## config.mk

```make
export PLATFORM = sky130hd
export DESIGN_NAME = mips_cpu_control
export DESIGN_NICKNAME = d
export VERILOG_FILES = /design/src/rtl/mips_cpu_pkg.sv /design/src/rtl/mips_cpu_decode.sv /design/src/rtl/mips_cpu_control.sv
export SDC_FILE = /design/constraint.sdc
export NUM_CORES = 1
export LEC_CHECK = 0
export BUFFER_PORTS_ARGS = -buffer_cell sky130_fd_sc_hd__buf_2
export CORE_MARGIN = 8
export CORE_UTILIZATION = 50
export DETAILED_ROUTE_END_ITERATION = 7
export PLACE_DENSITY = 0.78
export SLEW_MARGIN = 30
export SYNTH_ARGS = -nofsm -noshare
export SYNTH_HDL_FRONTEND = slang
export SYNTH_HIERARCHICAL = 1
export SYNTH_SLANG_ARGS = --single-unit
```

## constraint.sdc

```tcl
create_clock -name clk -period 5.25 [get_ports clk]
set_input_delay 0.525 -clock clk [delete_from_list [all_inputs] [get_ports clk]]
set_output_delay 0.525 -clock clk [all_outputs]
set_load 0.05 [all_outputs]
```

## src/rtl/mips_cpu_pkg.sv

```systemverilog
// Shared types and encodings for the multi-cycle MIPS control path:
// sequencer states, opcode/funct values, write-back source selects.
package mips_cpu_pkg;

  typedef enum logic [1:0] {FETCH, EXEC, MEM, HALTED} state_t;
  typedef enum logic [1:0] {DEST_NONE, DEST_RD, DEST_RT, DEST_R31} dest_sel_t;

  localparam logic [31:0] DEFAULT_RESET_VECTOR = 32'hBFC0_0000;
  localparam logic [4:0]  REG_RA = 5'd31;

  localparam logic [5:0] OP_SPECIAL = 6'h00;
  localparam logic [5:0] OP_REGIMM  = 6'h01;
  localparam logic [5:0] OP_J       = 6'h02;
  localparam logic [5:0] OP_JAL     = 6'h03;
  localparam logic [5:0] OP_BEQ     = 6'h04;
  localparam logic [5:0] OP_BNE     = 6'h05;
  localparam logic [5:0] OP_BLEZ    = 6'h06;
  localparam logic [5:0] OP_BGTZ    = 6'h07;
  localparam logic [5:0] OP_ADDI    = 6'h08;
  localparam logic [5:0] OP_ADDIU   = 6'h09;
  localparam logic [5:0] OP_SLTI    = 6'h0A;
  localparam logic [5:0] OP_SLTIU   = 6'h0B;
  localparam logic [5:0] OP_ANDI    = 6'h0C;
  localparam logic [5:0] OP_ORI     = 6'h0D;
  localparam logic [5:0] OP_XORI    = 6'h0E;
  localparam logic [5:0] OP_LUI     = 6'h0F;
  localparam logic [5:0] OP_LW      = 6'h23;
  localparam logic [5:0] OP_SW      = 6'h2B;

  localparam logic [5:0] FN_SLL  = 6'h00;
  localparam logic [5:0] FN_SRL  = 6'h02;
  localparam logic [5:0] FN_SRA  = 6'h03;
  localparam logic [5:0] FN_SLLV = 6'h04;
  localparam logic [5:0] FN_SRLV = 6'h06;
  localparam logic [5:0] FN_SRAV = 6'h07;
  localparam logic [5:0] FN_JR   = 6'h08;
  localparam logic [5:0] FN_JALR = 6'h09;
  localparam logic [5:0] FN_ADD  = 6'h20;
  localparam logic [5:0] FN_ADDU = 6'h21;
  localparam logic [5:0] FN_SUB  = 6'h22;
  localparam logic [5:0] FN_SUBU = 6'h23;
  localparam logic [5:0] FN_AND  = 6'h24;
  localparam logic [5:0] FN_OR   = 6'h25;
  localparam logic [5:0] FN_XOR  = 6'h26;
  localparam logic [5:0] FN_NOR  = 6'h27;
  localparam logic [5:0] FN_SLT  = 6'h2A;
  localparam logic [5:0] FN_SLTU = 6'h2B;

  localparam logic [4:0] RT_BLTZ   = 5'h00;
  localparam logic [4:0] RT_BGEZ   = 5'h01;
  localparam logic [4:0] RT_BLTZAL = 5'h10;
  localparam logic [4:0] RT_BGEZAL = 5'h11;

  localparam logic [1:0] WSEL_ALU  = 2'b00;
  localparam logic [1:0] WSEL_MEM  = 2'b01;
  localparam logic [1:0] WSEL_LINK = 2'b10;

endpackage

```

## src/rtl/mips_cpu_decode.sv

```systemverilog
// Combinational instruction classifier: maps opcode/funct/rt to the
// instruction class flags and destination-register selection.
module mips_cpu_decode
  import mips_cpu_pkg::*;
(
  input  logic [5:0] opcode,
  input  logic [5:0] funct,
  input  logic [4:0] rt,
  output logic       is_rtype,
  output logic       is_load,
  output logic       is_store,
  output logic       is_branch,
  output logic       is_jump,
  output logic       is_jr,
  output logic       is_link,
  output dest_sel_t  dest_sel,
  output logic       illegal
);

  always_comb begin
    is_rtype  = 1'b0;
    is_load   = 1'b0;
    is_store  = 1'b0;
    is_branch = 1'b0;
    is_jump   = 1'b0;
    is_jr     = 1'b0;
    is_link   = 1'b0;
    dest_sel  = DEST_NONE;
    illegal   = 1'b0;
    case (opcode)
      OP_SPECIAL: begin
        case (funct)
          FN_SLL, FN_SRL, FN_SRA, FN_SLLV, FN_SRLV, FN_SRAV,
          FN_ADD, FN_ADDU, FN_SUB, FN_SUBU, FN_AND, FN_OR,
          FN_XOR, FN_NOR, FN_SLT, FN_SLTU: begin
            is_rtype = 1'b1;
            dest_sel = DEST_RD;
          end
          FN_JR:   is_jr = 1'b1;
          FN_JALR: begin
            is_jr    = 1'b1;
            is_link  = 1'b1;
            dest_sel = DEST_RD;
          end
          default: illegal = 1'b1;
        endcase
      end
      // bltzal/bgezal only write $31 when the ALU raises link
      OP_REGIMM: begin
        case (rt)
          RT_BLTZ, RT_BGEZ: is_branch = 1'b1;
          RT_BLTZAL, RT_BGEZAL: begin
            is_branch = 1'b1;
            dest_sel  = DEST_R31;
          end
          default: illegal = 1'b1;
        endcase
      end
      OP_J:   is_jump = 1'b1;
      OP_JAL: begin
        is_jump  = 1'b1;
        is_link  = 1'b1;
        dest_sel = DEST_R31;
      end
      OP_BEQ, OP_BNE, OP_BLEZ, OP_BGTZ: is_branch = 1'b1;
      OP_ADDI, OP_ADDIU, OP_SLTI, OP_SLTIU,
      OP_ANDI, OP_ORI, OP_XORI, OP_LUI: dest_sel = DEST_RT;
      OP_LW: begin
        is_load  = 1'b1;
        dest_sel = DEST_RT;
      end
      OP_SW:   is_store = 1'b1;
      default: illegal = 1'b1;
    endcase
  end

endmodule

```

## src/rtl/mips_cpu_control.sv

```systemverilog
// Multi-cycle FETCH/EXEC/MEM sequencer owning PC, delay slot and bus handshake.
// Define MIPS_CPU_ILLEGAL_HALT_EN to halt with fault on unrecognised instructions.
module mips_cpu_control
  import mips_cpu_pkg::*;
#(
  parameter logic [31:0] RESET_VECTOR = DEFAULT_RESET_VECTOR
) (
  input  logic        clk,
  input  logic        reset,
  input  logic        waitrequest,
  input  logic [31:0] readdata,
  output logic [31:0] address,
  output logic        read,
  output logic        write,
  output logic [31:0] writedata,
  input  logic [31:0] rs_content,
  input  logic [31:0] rt_content,
  input  logic [31:0] eff_addr,
  input  logic        sig_branch,
  input  logic        link,
  output logic [5:0]  ALU_control,
  output logic [5:0]  opcode,
  output logic [4:0]  shamt,
  output logic [15:0] immediate,
  output logic [4:0]  rt_index,
  output logic [4:0]  rs_index,
  output logic        reg_write,
  output logic [4:0]  reg_waddr,
  output logic [1:0]  reg_wsel,
  output logic [31:0] link_addr,
  output logic        active,
  output logic [31:0] pc,
  output logic        fault
);

  state_t      state_reg, state_next;
  logic [31:0] pc_reg, pc_next;
  logic [31:0] instr_reg, instr_next;
  logic [31:0] mem_addr_reg, mem_addr_next;
  logic [31:0] wdata_reg, wdata_next;
  logic [31:0] target_reg, target_next;
  logic        delay_pending_reg, delay_pending_next;

  logic        is_rtype, is_load, is_store, is_branch, is_jump, is_jr, is_link, illegal;
  dest_sel_t   dest_sel;
  logic [31:0] pc_plus4, pc_load, branch_offset;
  logic [4:0]  dest_index;
  logic        read_int, write_int, reg_write_int;
  logic        finish, taken, halt_illegal;

  mips_cpu_decode u_decode (
    .opcode    (instr_reg[31:26]),
    .funct     (instr_reg[5:0]),
    .rt        (instr_reg[20:16]),
    .is_rtype  (is_rtype),
    .is_load   (is_load),
    .is_store  (is_store),
    .is_branch (is_branch),
    .is_jump   (is_jump),
    .is_jr     (is_jr),
    .is_link   (is_link),
    .dest_sel  (dest_sel),
    .illegal   (illegal)
  );

  assign opcode        = instr_reg[31:26];
  assign rs_index      = instr_reg[25:21];
  assign rt_index      = instr_reg[20:16];
  assign immediate     = instr_reg[15:0];
  assign shamt         = instr_reg[10:6];
  assign ALU_control   = instr_reg[5:0];
  assign pc_plus4      = pc_reg + 32'd4;
  assign pc_load       = delay_pending_reg ? target_reg : pc_plus4;
  assign branch_offset = {{14{instr_reg[15]}}, instr_reg[15:0], 2'b00};
  assign link_addr     = pc_reg + 32'd8;

  always_comb begin
    case (dest_sel)
      DEST_RD:  dest_index = instr_reg[15:11];
      DEST_RT:  dest_index = instr_reg[20:16];
      DEST_R31: dest_index = REG_RA;
      default:  dest_index = 5'd0;
    endcase
  end

`ifdef MIPS_CPU_ILLEGAL_HALT_EN
  logic fault_reg, fault_next;
  assign halt_illegal = illegal;
  assign fault        = fault_reg;
`else
  assign halt_illegal = 1'b0;
  assign fault        = 1'b0;
`endif

  always_comb begin
    state_next         = state_reg;
    pc_next            = pc_reg;
    instr_next         = instr_reg;
    mem_addr_next      = mem_addr_reg;
    wdata_next         = wdata_reg;
    target_next        = target_reg;
    delay_pending_next = delay_pending_reg;
`ifdef MIPS_CPU_ILLEGAL_HALT_EN
    fault_next         = fault_reg;
`endif
    read_int      = 1'b0;
    write_int     = 1'b0;
    reg_write_int = 1'b0;
    reg_waddr     = dest_index;
    reg_wsel      = WSEL_ALU;
    finish        = 1'b0;
    taken         = 1'b0;
    case (state_reg)
      FETCH: begin
        read_int = 1'b1;
        if (!waitrequest) begin
          instr_next = readdata;
          state_next = EXEC;
        end
      end
      EXEC: begin
        mem_addr_next = eff_addr;
        wdata_next    = rt_content;
        if (halt_illegal) begin
`ifdef MIPS_CPU_ILLEGAL_HALT_EN
          fault_next = 1'b1;
`endif
          state_next = HALTED;
        end else begin
          if (is_link || (is_branch && dest_sel == DEST_R31 && link)) begin
            reg_write_int = 1'b1;
            reg_wsel      = WSEL_LINK;
          end else if (!illegal && (is_rtype || (dest_sel == DEST_RT && !is_load))) begin
            reg_write_int = 1'b1;
          end
          taken = is_jump || is_jr || (is_branch && sig_branch);
          if (is_load || is_store) state_next = MEM;
          else                     finish     = 1'b1;
        end
      end
      MEM: begin
        read_int  = is_load;
        write_int = is_store;
        if (!waitrequest) begin
          if (is_load) begin
            reg_write_int = 1'b1;
            reg_wsel      = WSEL_MEM;
          end
          finish = 1'b1;
        end
      end
      HALTED:  state_next = HALTED;
      default: state_next = HALTED;
    endcase
    if (finish) begin
      pc_next            = pc_load;
      delay_pending_next = 1'b0;
      state_next         = (pc_load == 32'd0) ? HALTED : FETCH;
    end
    // A transfer inside a delay slot re-arms the slot, so the later target wins
    if (taken) begin
      delay_pending_next = 1'b1;
      if (is_jr)        target_next = rs_content;
      else if (is_jump) target_next = {pc_plus4[31:28], instr_reg[25:0], 2'b00};
      else              target_next = pc_plus4 + branch_offset;
    end
  end

  always_ff @(posedge clk) begin
    if (reset) begin
      state_reg         <= FETCH;
      pc_reg            <= RESET_VECTOR;
      instr_reg         <= 32'd0;
      mem_addr_reg      <= 32'd0;
      wdata_reg         <= 32'd0;
      target_reg        <= 32'd0;
      delay_pending_reg <= 1'b0;
`ifdef MIPS_CPU_ILLEGAL_HALT_EN
      fault_reg         <= 1'b0;
`endif
    end else begin
      state_reg         <= state_next;
      pc_reg            <= pc_next;
      instr_reg         <= instr_next;
      mem_addr_reg      <= mem_addr_next;
      wdata_reg         <= wdata_next;
      target_reg        <= target_next;
      delay_pending_reg <= delay_pending_next;
`ifdef MIPS_CPU_ILLEGAL_HALT_EN
      fault_reg         <= fault_next;
`endif
    end
  end

  // Strobes are masked during reset so an abandoned access drops immediately
  assign read      = read_int & ~reset;
  assign write     = write_int & ~reset;
  assign reg_write = reg_write_int & ~reset;
  assign address   = (state_reg == MEM) ? mem_addr_reg : pc_reg;
  assign writedata = wdata_reg;
  assign active    = (state_reg != HALTED);
  assign pc        = pc_reg;

endmodule

```

# Word-level counts from Yosys, hierarchy flattened

Index checks and enable logic that the tools add are counted.

Add/sub/neg operators: 3
$mul: 0
Divide/modulo/power cells: 0
Magnitude comparators: 0
Equality and inequality tests: 46
Shift-type cells: 0
Multiplexer cells: 44
Bitwise gates (word level): 5
Reductions and logical operators: 31

Operator list:

| kind                                          | number |
|---|---|
| two-way mux 32 bit                            | 4 |
| == test 6 bit, second input constant          | 12 |
| == test 6 x 4 -> 1 bit, second input constant | 10 |
| == test 6 x 3 -> 1 bit, second input constant | 7 |
| adder 32 x 3 -> 32 bit, second input constant | 1 |
| adder 32 bit                                  | 1 |
| adder 32 x 4 -> 32 bit, second input constant | 1 |
| logical NOT 32 bit                            | 1 |
| OR reduction 16 bit                           | 2 |
| == test 6 x 2 -> 1 bit, second input constant | 4 |
| two-way mux 1 bit                             | 24 |
| OR reduction 18 bit                           | 1 |
| OR reduction 17 bit                           | 1 |
| case mux 5 bit (3 select lines)               | 1 |
| logical NOT 6 bit                             | 2 |
| two-way mux 2 bit                             | 6 |
| == test 5 bit, second input constant          | 2 |
| case mux 1 bit (2 select lines)               | 5 |
| OR reduction 9 bit                            | 1 |
| == test 2 bit, second input constant          | 4 |
| case mux 2 bit (4 select lines)               | 1 |
| OR reduction 4 bit                            | 2 |
| == test 6 x 1 -> 1 bit, second input constant | 1 |
| inequality test 3 bit, second input constant  | 2 |
| other kinds (18)                              | 33 |

Bits in registers: 163
Bits in latches: 0
RAM bits: 0
Memory bits (read-only): 0
Input bits: 133
Output and inout bits: 183
Word-level logic and storage cells: 136
Memories kept: 0

# Longest topological paths before layout

Gate-level depths: netlist of the first run.

Word-level depth: 12
Mapped depth: 16
Mapped depth without buffers: 16

# Hierarchy

The synthesis of the first run kept the hierarchy.

By module, submodules not included:

| module           | times used | cells each | area an instance (um2) |
|---|---|---|---|
| mips_cpu_control | 1          | 1329       | 10483.8 |
| mips_cpu_decode  | 1          | 45         | 265.3 |

# Worst setup path after synthesis of the first run

No wires, ideal clock.

Path kind: register to register
From: reg pc_reg[2], in the netlist pc[2]
To: reg target_reg[31]
Setup time: 0.141 ns
Arrival time: 4.322 ns
Slack: 0.786 ns
Cell stages (with the launch flop): 16
Path buffers: 1
Cell sequence: dfxtp_1 -> ha_1 -> nand3_1 -> or4_4 -> o31a_1 -> or2_2 -> ha_1 -> clkbuf_1 -> nand4_1 -> nor3_1 -> nor3b_1 -> o31ai_1 -> and3b_1 -> or4_1 -> nand3_1 -> a311oi_1

Longest elaborated chain between the ends: 4

Ends and longest elaborated chain:

| item                     | RTL line                | RTL |
|---|---|---|
| from (decl)              | mips_cpu_control.sv:37  | `logic [31:0] pc_reg, pc_next;` |
| from (signal assigned)   | mips_cpu_control.sv:183 | `pc_reg <= pc_next;` |
| adder 32 x 3 -> 32 bit * | mips_cpu_control.sv:72  | `assign pc_plus4 = pc_reg + 32'd4;` |
| adder 32 bit             | mips_cpu_control.sv:165 | `else target_next = pc_plus4 + branch_offset;` |
| two-way mux 32 bit *     | mips_cpu_control.sv:164 | `else if (is_jump) target_next = {pc_plus4[31:28], instr_reg[25:0], 2'b00};` |
| two-way mux 32 bit *     | mips_cpu_control.sv:163 | `if (is_jr) target_next = rs_content;` |
| to (signal assigned)     | mips_cpu_control.sv:187 | `target_reg <= target_next;` |
| to (decl)                | mips_cpu_control.sv:41  | `logic [31:0] target_reg, target_next;` |

Every way passes the cells marked *; elsewhere a longest branch is shown, timed or not.
A chain may end at the register's enable or synchronous reset.

# Final worst setup path of the first run

Ends and elaborated chain as after synthesis.

==> results of run 1 <==
-- stage by stage --
stage | utilization | hold WS (ns) | std cells | worst slack, ns | cell area, um^2
2_1_floorplan | - | 0.427 | 1374 | 0.786 | 10700
3_3_place_gp | 0.581 | 0.444 | 1866 | 0.891 | 12300
3_5_place_dp | 0.581 | 0.465 | 1866 | 0.785 | 12300
4_1_cts | 0.609 | 0.311 | 1898 | 0.776 | 12800
5_1_grt | 0.609 | 0.313 | 1898 | 0.366 | 12800
6_report | 0.609 | 0.315 | 1898 | 0.702 | 12800
-- power breakdown --
part	total (mW)	internal, mW	leakage, nW	switching [mW]
sequential	1.67	1.42	1.33	0.243
combinational	2.74	0.856	4.18	1.88
clock	1.26	0.645	0.274	0.610
-- worst register-to-register path, cell delays in order, from the launching register on --
cell and delay [ns]:
dfxtp_1 0.47, ha_1 0.29, nand3_1 0.33, or4_4 0.54, o31a_1 0.26, or2_2 0.32, ha_1 0.47, nand4_1 0.19
nor3_1 0.27, nor3b_1 0.29, o31ai_1 0.13, and3b_1 0.20, or4_1 0.46, nand3_1 0.09, a311oi_1 0.10
-- placed cells by master (no fill, tap or decap), types with 13 or more instances in the layout --
| cell type | n |
|---|---|
| buf_4 | 16 |
| xor2_1 | 35 |
| and3_1 | 17 |
| nand2_1 | 187 |
| dfxtp_1 | 163 |
| inv_1 | 19 |
| ha_1 | 40 |
| clkbuf_16 | 17 |
| o21ai_0 | 45 |
| nand3_1 | 34 |
| mux2_2 | 31 |
| xnor2_1 | 40 |
| nand4_1 | 15 |
| nor2_1 | 166 |
| a21o_1 | 17 |
| a211oi_1 | 14 |
| o211ai_1 | 21 |
| a21oi_1 | 114 |
| nor3_1 | 34 |
| a221oi_1 | 13 |
| mux2i_1 | 83 |
| buf_2 | 313 |
-- worst min-delay path by stage --
stage                        start             end  slack, ns
CTS                   readdata[26]   instr_reg[26]       0.31
detailed placement  target_reg[12]  target_reg[12]       0.47
global route        rt_content[29]   writedata[29]       0.31
global placement    target_reg[14]  target_reg[14]       0.44
finish              rt_content[29]   writedata[29]       0.32
floorplan           target_reg[20]  target_reg[20]       0.43
-- routing by layer --
layer	vias up	track usage
li1	5352	-
met1	5151	0.380
met2	548	0.420
met3	45	0.0554
met4	0	0.0746
met5	-	0
-- area by class of cell --
cell class / instances / area [um^2] / share of cell area
Sequential cell: 163 / 3260 / 0.254
Clock buffer: 18 / 439 / 0.0342
Tap cell: 275 / 344 / 0.0268
Clock inverter: 14 / 140 / 0.0109
Inverter: 19 / 71.3 / 0.00555
Multi-Input combinational cell: 1080 / 6900 / 0.537
Timing Repair Buffer: 329 / 1690 / 0.131
-- cell usage after synthesis (17+ instances only) --
| cell type | count | area [um^2] |
|---|---|---|
| a21oi_1 | 114 | 571 |
| and3_1 | 17 | 106 |
| o211ai_1 | 21 | 158 |
| mux2_2 | 31 | 349 |
| nand2_1 | 187 | 702 |
| dfxtp_1 | 163 | 3260 |
| xor2_1 | 35 | 307 |
| mux2i_1 | 83 | 831 |
| o21ai_0 | 45 | 225 |
| inv_1 | 19 | 71.3 |
| a21o_1 | 17 | 128 |
| nor2_1 | 167 | 627 |
| xnor2_1 | 40 | 350 |
| nor3_1 | 35 | 175 |
| clkbuf_1 | 68 | 255 |
| ha_1 | 42 | 526 |
| nand3_1 | 34 | 170 |
| buf_1 | 17 | 63.8 |
-- cell families after synthesis --
logic type | Yosys count | share of synthesized area
fa+ha+maj | 43 | 0.0508
mux | 114 | 0.110
xor+xnor | 75 | 0.0611
buf+inv | 131 | 0.0583
compound gates | 304 | 0.181
simple gates | 543 | 0.235
flops | 163 | 0.304
other cells | 1 | 0.000349
==> impl_metrics.json, run 1 <==
{
  "hold_violations": 0,
  "dpl.hpwl_um": 28200,
  "clk_latency_ns": 0.44,
  "antenna_cells": 0,
  "highest_layer": "met4",
  "cts-hold-fix-buffers": 0,
  "skew_ns": 0.0138,
  "dominantRegCellSynth": "dfxtp_1",
  "cts_sinks": 163,
  "drv_slew": 0,
  "grt_setup_unrepaired": "no",
  "status": "complete, no violations",
  "r2r_cells": 14,
  "wl_met3_um": 3470,
  "track_usage": 0.273,
  "clk_pin_slew_ns": 0.08,
  "grt_pass1_vias": 10400,
  "worstPathCellList": "ha_1 -> nand3_1 -> or4_4 -> o31a_1 -> or2_2 -> ha_1 -> nand4_1 -> nor3_1 -> nor3b_1 -> o31ai_1 -> and3b_1 -> or4_1 -> nand3_1 -> a311oi_1",
  "crit_buf_inv": 0,
  "ioPinCount": 316,
  "ys_ff_latch": 163,
  "grt_max_degree": 84,
  "grt_overflow": 0,
  "synth_area_mm2": 0.0107,
  "rows": 53,
  "timing.rr.start": "pc[2]",
  "fin_nets": 1786,
  "synth.distinct_cells": 77,
  "drv_cap": 0,
  "min_period_ns": 4.55,
  "setup.worst_path.start_class": "flip-flop",
  "design.die.area_mm2": 0.0264,
  "setup.worst_path.end_class": "flip-flop",
  "cts_setup_buffers": 0,
  "slowest_delay_ns": 0.54,
  "synthToLayoutAreaGrowth_pct": 19.5,
  "m1WireLength_um": 16900,
  "ir_worst_vdd_v": 0.000261,
  "total_power_mw": 5.66,
  "initialDrtViolationCount": 1000,
  "startpoint": "pc[2]",
  "wl_um": 37700,
  "crit_path_end": "target_reg[31]",
  "grt_pass1_wl_um": 58100,
  "arrival_ns": 4.84,
  "ys_seq_area_frac": 0.304,
  "tns_ns": 0,
  "power.density_mw_per_mm2": 441,
  "numCtsBuffers": 17,
  "cp_num_cells": 14,
  "avgSynthCellArea_um2": 7.82,
  "yosysWarnings": 6,
  "fillers": 1904,
  "max_slew.worst_pin.slew_ns": 1.04,
  "crit_path_top_delay_cell": "or4_4",
  "hp-class": "input pin to flip-flop",
  "reg2reg_to": "target_reg[31]",
  "setup_violations": 0,
  "via_per_inst": 5.85,
  "r2r_slack_ns": 0.70,
  "relSlewSlack": 0.308,
  "die_w_um": 163,
  "post_drt_wl_per_cell_um": 19.8,
  "htreeDepth": 4,
  "synthesis.nets": 1550,
  "synthArstFlopShare": 0,
  "worstPathMaxFanout": 9,
  "fin_crit_sh": 0.866,
  "cts_root_buffer": "clkbuf_16",
  "wl_met2_um": 16600,
  "clock_path_buffers": 2,
  "syn_inst": 1374,
  "ant_nets": 0,
  "io_buffers": 314,
  "cts_tree": "done",
  "synth_edf_count": 0,
  "start_util": 0.510,
  "drc": 0,
  "max_freq_ghz": 0.220,
  "die_y_um": 163,
  "dr.pass1.iters": 5,
  "gp_congestion": 0.928,
  "layout-drive-gt1-share": 0.256,
  "core_area_mm2": 0.0211,
  "hold_depth": 3,
  "vias": 11100,
  "p_leak_nw": 5.78,
  "cts_resized": 0,
  "critPathTopFamily": "simple AND/OR/NAND/NOR gates",
  "worst-setup-path-type": "flip-flop to flip-flop",
  "cp.required_ns": 5.54,
  "antenna_found_initial": 0
}
(Power assumes the default switching activity.)
==> run 2, diff against run 1 <==
BUFFER_PORTS_ARGS = unset   (was -buffer_cell sky130_fd_sc_hd__buf_2)
CORE_UTILIZATION = 32   (was 50)
DONT_BUFFER_PORTS = 1   (was unset)
PLACE_DENSITY = unset   (was 0.78)
SLEW_MARGIN = 20   (was 30)
==> impl_metrics.json, run 2 (synthesis results as in run 1) <==
{
  "hold_path_end": "writedata[9]",
  "drc": 0,
  "core_area_mm2": 0.0333,
  "drv_slew": 0,
  "wl_met2_um": 17500,
  "setup.worst_path.start_class": "flip-flop",
  "worstPathMaxFanout": 10,
  "synthToLayoutAreaGrowth_pct": 11.6,
  "antenna_found_initial": 5,
  "multiInputGateArea_mm2": 0.00690,
  "numCtsBuffers": 17,
  "hp-class": "input pin to flip-flop",
  "grt_pass1_vias": 9790,
  "post-place-ws_ns": 0.838,
  "clk_latency_ns": 0.45,
  "min_period_ns": 4.51,
  "reg2reg_to": "target_reg[31]",
  "drv_cap": 0,
  "relSlewSlack": 0.260,
  "seq_area_mm2": 0.00326,
  "power.density_mw_per_mm2": 461,
  "dr.pass1.iters": 5,
  "setup_violations": 0,
  "ir_worst_vdd_v": 0.000241,
  "wl_um": 40300,
  "cts_root_buffer": "clkbuf_16",
  "io_buffers": 0,
  "final_common_cell": "nand2_1",
  "m1WireLength_um": 18500,
  "total_power_mw": 5.53,
  "wl_met3_um": 3420,
  "min_from": "reset",
  "r2r_slack_ns": 0.74,
  "r2r_cells": 15,
  "via_per_inst": 5.49,
  "highest_layer": "met5",
  "fin_nets": 1543,
  "mostFrequentLayoutCells": "nand2_1 (187), nor2_1 (166), dfxtp_1 (163), a21oi_1 (114), buf_4 (86)",
  "timing.rr.start": "pc[3]",
  "worst-setup-path-type": "flip-flop to flip-flop",
  "p_leak_nw": 4.71,
  "grt_pass1_wl_um": 60300,
  "post_drt_wl_per_cell_um": 22.0,
  "die_w_um": 199,
  "hold_depth": 1,
  "dpl.hpwl_um": 31200,
  "htreeDepth": 4,
  "layout-drive-gt1-share": 0.123,
  "final_core_util": 0.361,
  "status": "complete, no violations",
  "vias": 10000,
  "cts_setup_buffers": 0,
  "grt_max_degree": 148,
  "cts-hold-fix-buffers": 0,
  "fillers": 3510,
  "ant_nets": 0,
  "initialDrtViolationCount": 764,
  "setup.worst_path.end_class": "flip-flop",
  "fin_crit_sh": 0.859,
  "skew_ns": 0.0168,
  "ioPinCount": 316,
  "cts_sinks": 163,
  "track_usage": 0.197,
  "grt_overflow": 0,
  "max_freq_ghz": 0.222,
  "die_y_um": 199,
  "clock_path_buffers": 2,
  "tns_ns": 0,
  "hold_violations": 0,
  "gp_congestion": 0.880,
  "rows": 67,
  "arrival_ns": 4.81,
  "cts_resized": 0,
  "design.die.area_mm2": 0.0397,
  "fin_ws_ns": 0.743,
  "cts_tree": "done",
  "start_util": 0.323,
  "cp.required_ns": 5.56,
  "max_slew.worst_pin.slew_ns": 1.11,
  "clk_pin_slew_ns": 0.07,
  "grt_setup_unrepaired": "no"
}
## run 2: cell count changes in the layout (fill, tap and decap cells not counted), sizes merged
| cell | change |
|---|---|
| clkinvlp | -1 |
| buf | -243 |
| clkinv | +2 |
| inv | -5 |
| bufinv | +1 |
| diode | +1 |
| clkbuf | +1 |
## run 2: area by class of cell
class                           instances  share of cell area
Antenna cell                            1            0.000209
Clock buffer                           19              0.0377
Clock inverter                         11             0.00855
Inverter                               19             0.00594
Multi-Input combinational cell       1080               0.575
Sequential cell                       163               0.272
Tap cell                              448              0.0467
Timing Repair Buffer                   86              0.0538
## run 2: per-layer routing
metal / up-vias / global-route usage
met5: - / 0
met4: 8 / 0.0544
met1: 4731 / 0.265
met3: 43 / 0.0601
met2: 399 / 0.300
li1: 4851 / -
## run 2: power by group
part / switching, mW / internal [mW]
Sequential: 0.459 / 1.42
Clock: 0.555 / 0.675
Combinational: 1.64 / 0.779
## run 2: how the worst max path moves through the flow
stage                     startpoint              to  slack, ns  depth (start not counted)
after detailed placement       pc[3]  target_reg[31]       0.84                         15
final                          pc[3]  target_reg[31]       0.74                         15
after global routing           pc[3]  target_reg[31]       0.32                         15
after global placement         pc[9]  target_reg[31]       0.88                         14
after CTS                      pc[3]  target_reg[31]       0.81                         15
after floorplan                pc[2]  target_reg[31]       0.79                         15
## run 2: worst max-delay path: stages, from the launching register on
cell      delay [ns]
dfxtp_1         0.33
buf_4           0.25
ha_1            0.33
nand3_1         0.23
nor4_4          0.57
nand3_1         0.24
xnor2_1         0.36
ha_1            0.37
nand2_1         0.12
o21ai_0         0.11
a221o_1         0.38
o31ai_1         0.30
a21boi_0        0.15
or4_1           0.42
nand3_1         0.10
a311oi_1        0.10
## run 2: stage by stage
stage | area (um^2) | hold WS, ns | std cells
6_report | 12000 | 0.161 | 1827
5_1_grt | 12000 | 0.136 | 1827
2_1_floorplan | 10700 | 0.427 | 1374
3_5_place_dp | 11400 | 0.446 | 1796
4_1_cts | 12000 | 0.134 | 1826
3_3_place_gp | 11400 | 0.440 | 1796
==> run 3, diff against run 2 <==
CELL_PAD_IN_SITES_DETAIL_PLACEMENT = 2   (was unset)
CELL_PAD_IN_SITES_GLOBAL_PLACEMENT = 2   (was unset)
PLACE_DENSITY_LB_ADDON = 0.1   (was unset)
==> impl_metrics.json, run 3 (synthesis results as in run 1) <==
{
  "status": "complete, no violations",
  "p_leak_nw": 4.71,
  "die_y_um": 199,
  "htreeDepth": 4,
  "dpl.hpwl_um": 34100,
  "slowest_delay_ns": 0.62,
  "mostFrequentLayoutCells": "nand2_1 (187), nor2_1 (166), dfxtp_1 (163), a21oi_1 (114), mux2i_1 (83)",
  "startpoint": "pc[8]",
  "cts-hold-fix-buffers": 0,
  "numCtsBuffers": 17,
  "initialDrtViolationCount": 445,
  "wl_um": 44700,
  "arrival_ns": 4.93,
  "cts_tree": "done",
  "crit_buf_inv": 0,
  "fin_nets": 1538,
  "relSlewSlack": 0.255,
  "grt_overflow": 0,
  "seq_area_mm2": 0.00326,
  "cts_root_buffer": "clkbuf_16",
  "min_period_ns": 4.60,
  "post_drt_wl_per_cell_um": 24.5,
  "track_usage": 0.220,
  "setup.worst_path.end_class": "flip-flop",
  "gp_congestion": 0.860,
  "ioPinCount": 316,
  "max_freq_ghz": 0.217,
  "grt_max_degree": 148,
  "via_per_inst": 5.60,
  "critPathTopFamily": "simple AND/OR/NAND/NOR gates",
  "grt_pass1_wl_um": 67300,
  "drv_cap": 0,
  "power.density_mw_per_mm2": 473,
  "cts_setup_buffers": 0,
  "clock_path_buffers": 2,
  "crit_path_top_delay_cell": "dfxtp_1",
  "worst-setup-path-type": "flip-flop to flip-flop",
  "final_common_cell": "nand2_1",
  "grt_pass1_vias": 11100,
  "max_slew.worst_pin.slew_ns": 1.12,
  "vias": 10200,
  "dr.pass1.iters": 4,
  "io_buffers": 0,
  "multiInputGateArea_mm2": 0.00690,
  "clk_pin_slew_ns": 0.07,
  "hold_violations": 0,
  "start_util": 0.323,
  "rows": 67,
  "cp.required_ns": 5.58,
  "hp-class": "input pin to flip-flop",
  "clk_latency_ns": 0.45,
  "holdWs_ns": 0.156,
  "drv_slew": 0,
  "core_area_mm2": 0.0333,
  "cts_sinks": 163,
  "timing.rr.start": "pc[8]",
  "worstPathCellList": "nand4_2 -> or4_4 -> o31a_1 -> or2_2 -> ha_1 -> nand4_1 -> nor3_1 -> nor3b_1 -> o31ai_1 -> and3b_1 -> or4_1 -> nand3_1 -> a311oi_1",
  "cts_resized": 0,
  "synthToLayoutAreaGrowth_pct": 11.8,
  "fillers": 3893,
  "die_w_um": 199,
  "drc": 0,
  "tns_ns": 0,
  "ir_worst_vdd_v": 0.000251,
  "ant_nets": 0,
  "grt_setup_unrepaired": "no",
  "setup_violations": 0,
  "setup.worst_path.start_class": "flip-flop",
  "worstPathMaxFanout": 11,
  "design.die.area_mm2": 0.0397,
  "fin_crit_sh": 0.877,
  "min_from": "reset",
  "antenna_found_initial": 6,
  "skew_ns": 0.0130,
  "layout-drive-gt1-share": 0.121
}
-- run 3: changes by cell type in the layout (fill, tap and decap cells not counted), sizes merged --
cell / change
buf: -5
bufinv: +2
clkinv: +2
inv: -2
clkbuf: +1
clkinvlp: -1
diode: +1
-- run 3: path summary, 6_finish.rpt --
check	cells past startpoint	end	slack, ns
min	1	writedata[21]	0.16
max reg2reg	13	target_reg[31]	0.65
max	13	target_reg[31]	0.65
min reg2reg	2	target_reg[14]	0.47
-- run 3: area by class of cell --
class                   instances  area share
clock buffers                  20      0.0380
multi-input cells            1080       0.574
diodes                          2    0.000416
repair buffers                 81      0.0506
clock inverters                12      0.0128
flip-flops and latches        163       0.271
well taps                     448      0.0466
inverters                      19     0.00593
-- run 3: per-layer routing --
layer | track usage | routed length [um] | vias up
met4 | 0.0785 | 1150 | 8
met1 | 0.286 | 20200 | 5048
li1 | - | - | 4834
met5 | 0 | 47 | -
met3 | 0.0541 | 3180 | 57
met2 | 0.350 | 20200 | 266
-- run 3: metrics by stage --
step	instance area, um^2	setup slack, ns	power (mW)	utilization	cells
after floorplan	10700	0.786	3.76	-	1374
after global placement	11400	0.858	4.32	0.342	1791
after detailed placement	11400	0.728	4.38	0.342	1791
after CTS	12000	0.690	5.76	0.361	1823
after global routing	12000	0.294	6.00	0.361	1824
final	12000	0.647	5.68	0.361	1825
-- run 3: power breakdown --
part	internal (mW)	switching, mW	total [mW]
Sequential	1.42	0.510	1.93
Clock	0.776	0.569	1.34
Combinational	0.771	1.63	2.40
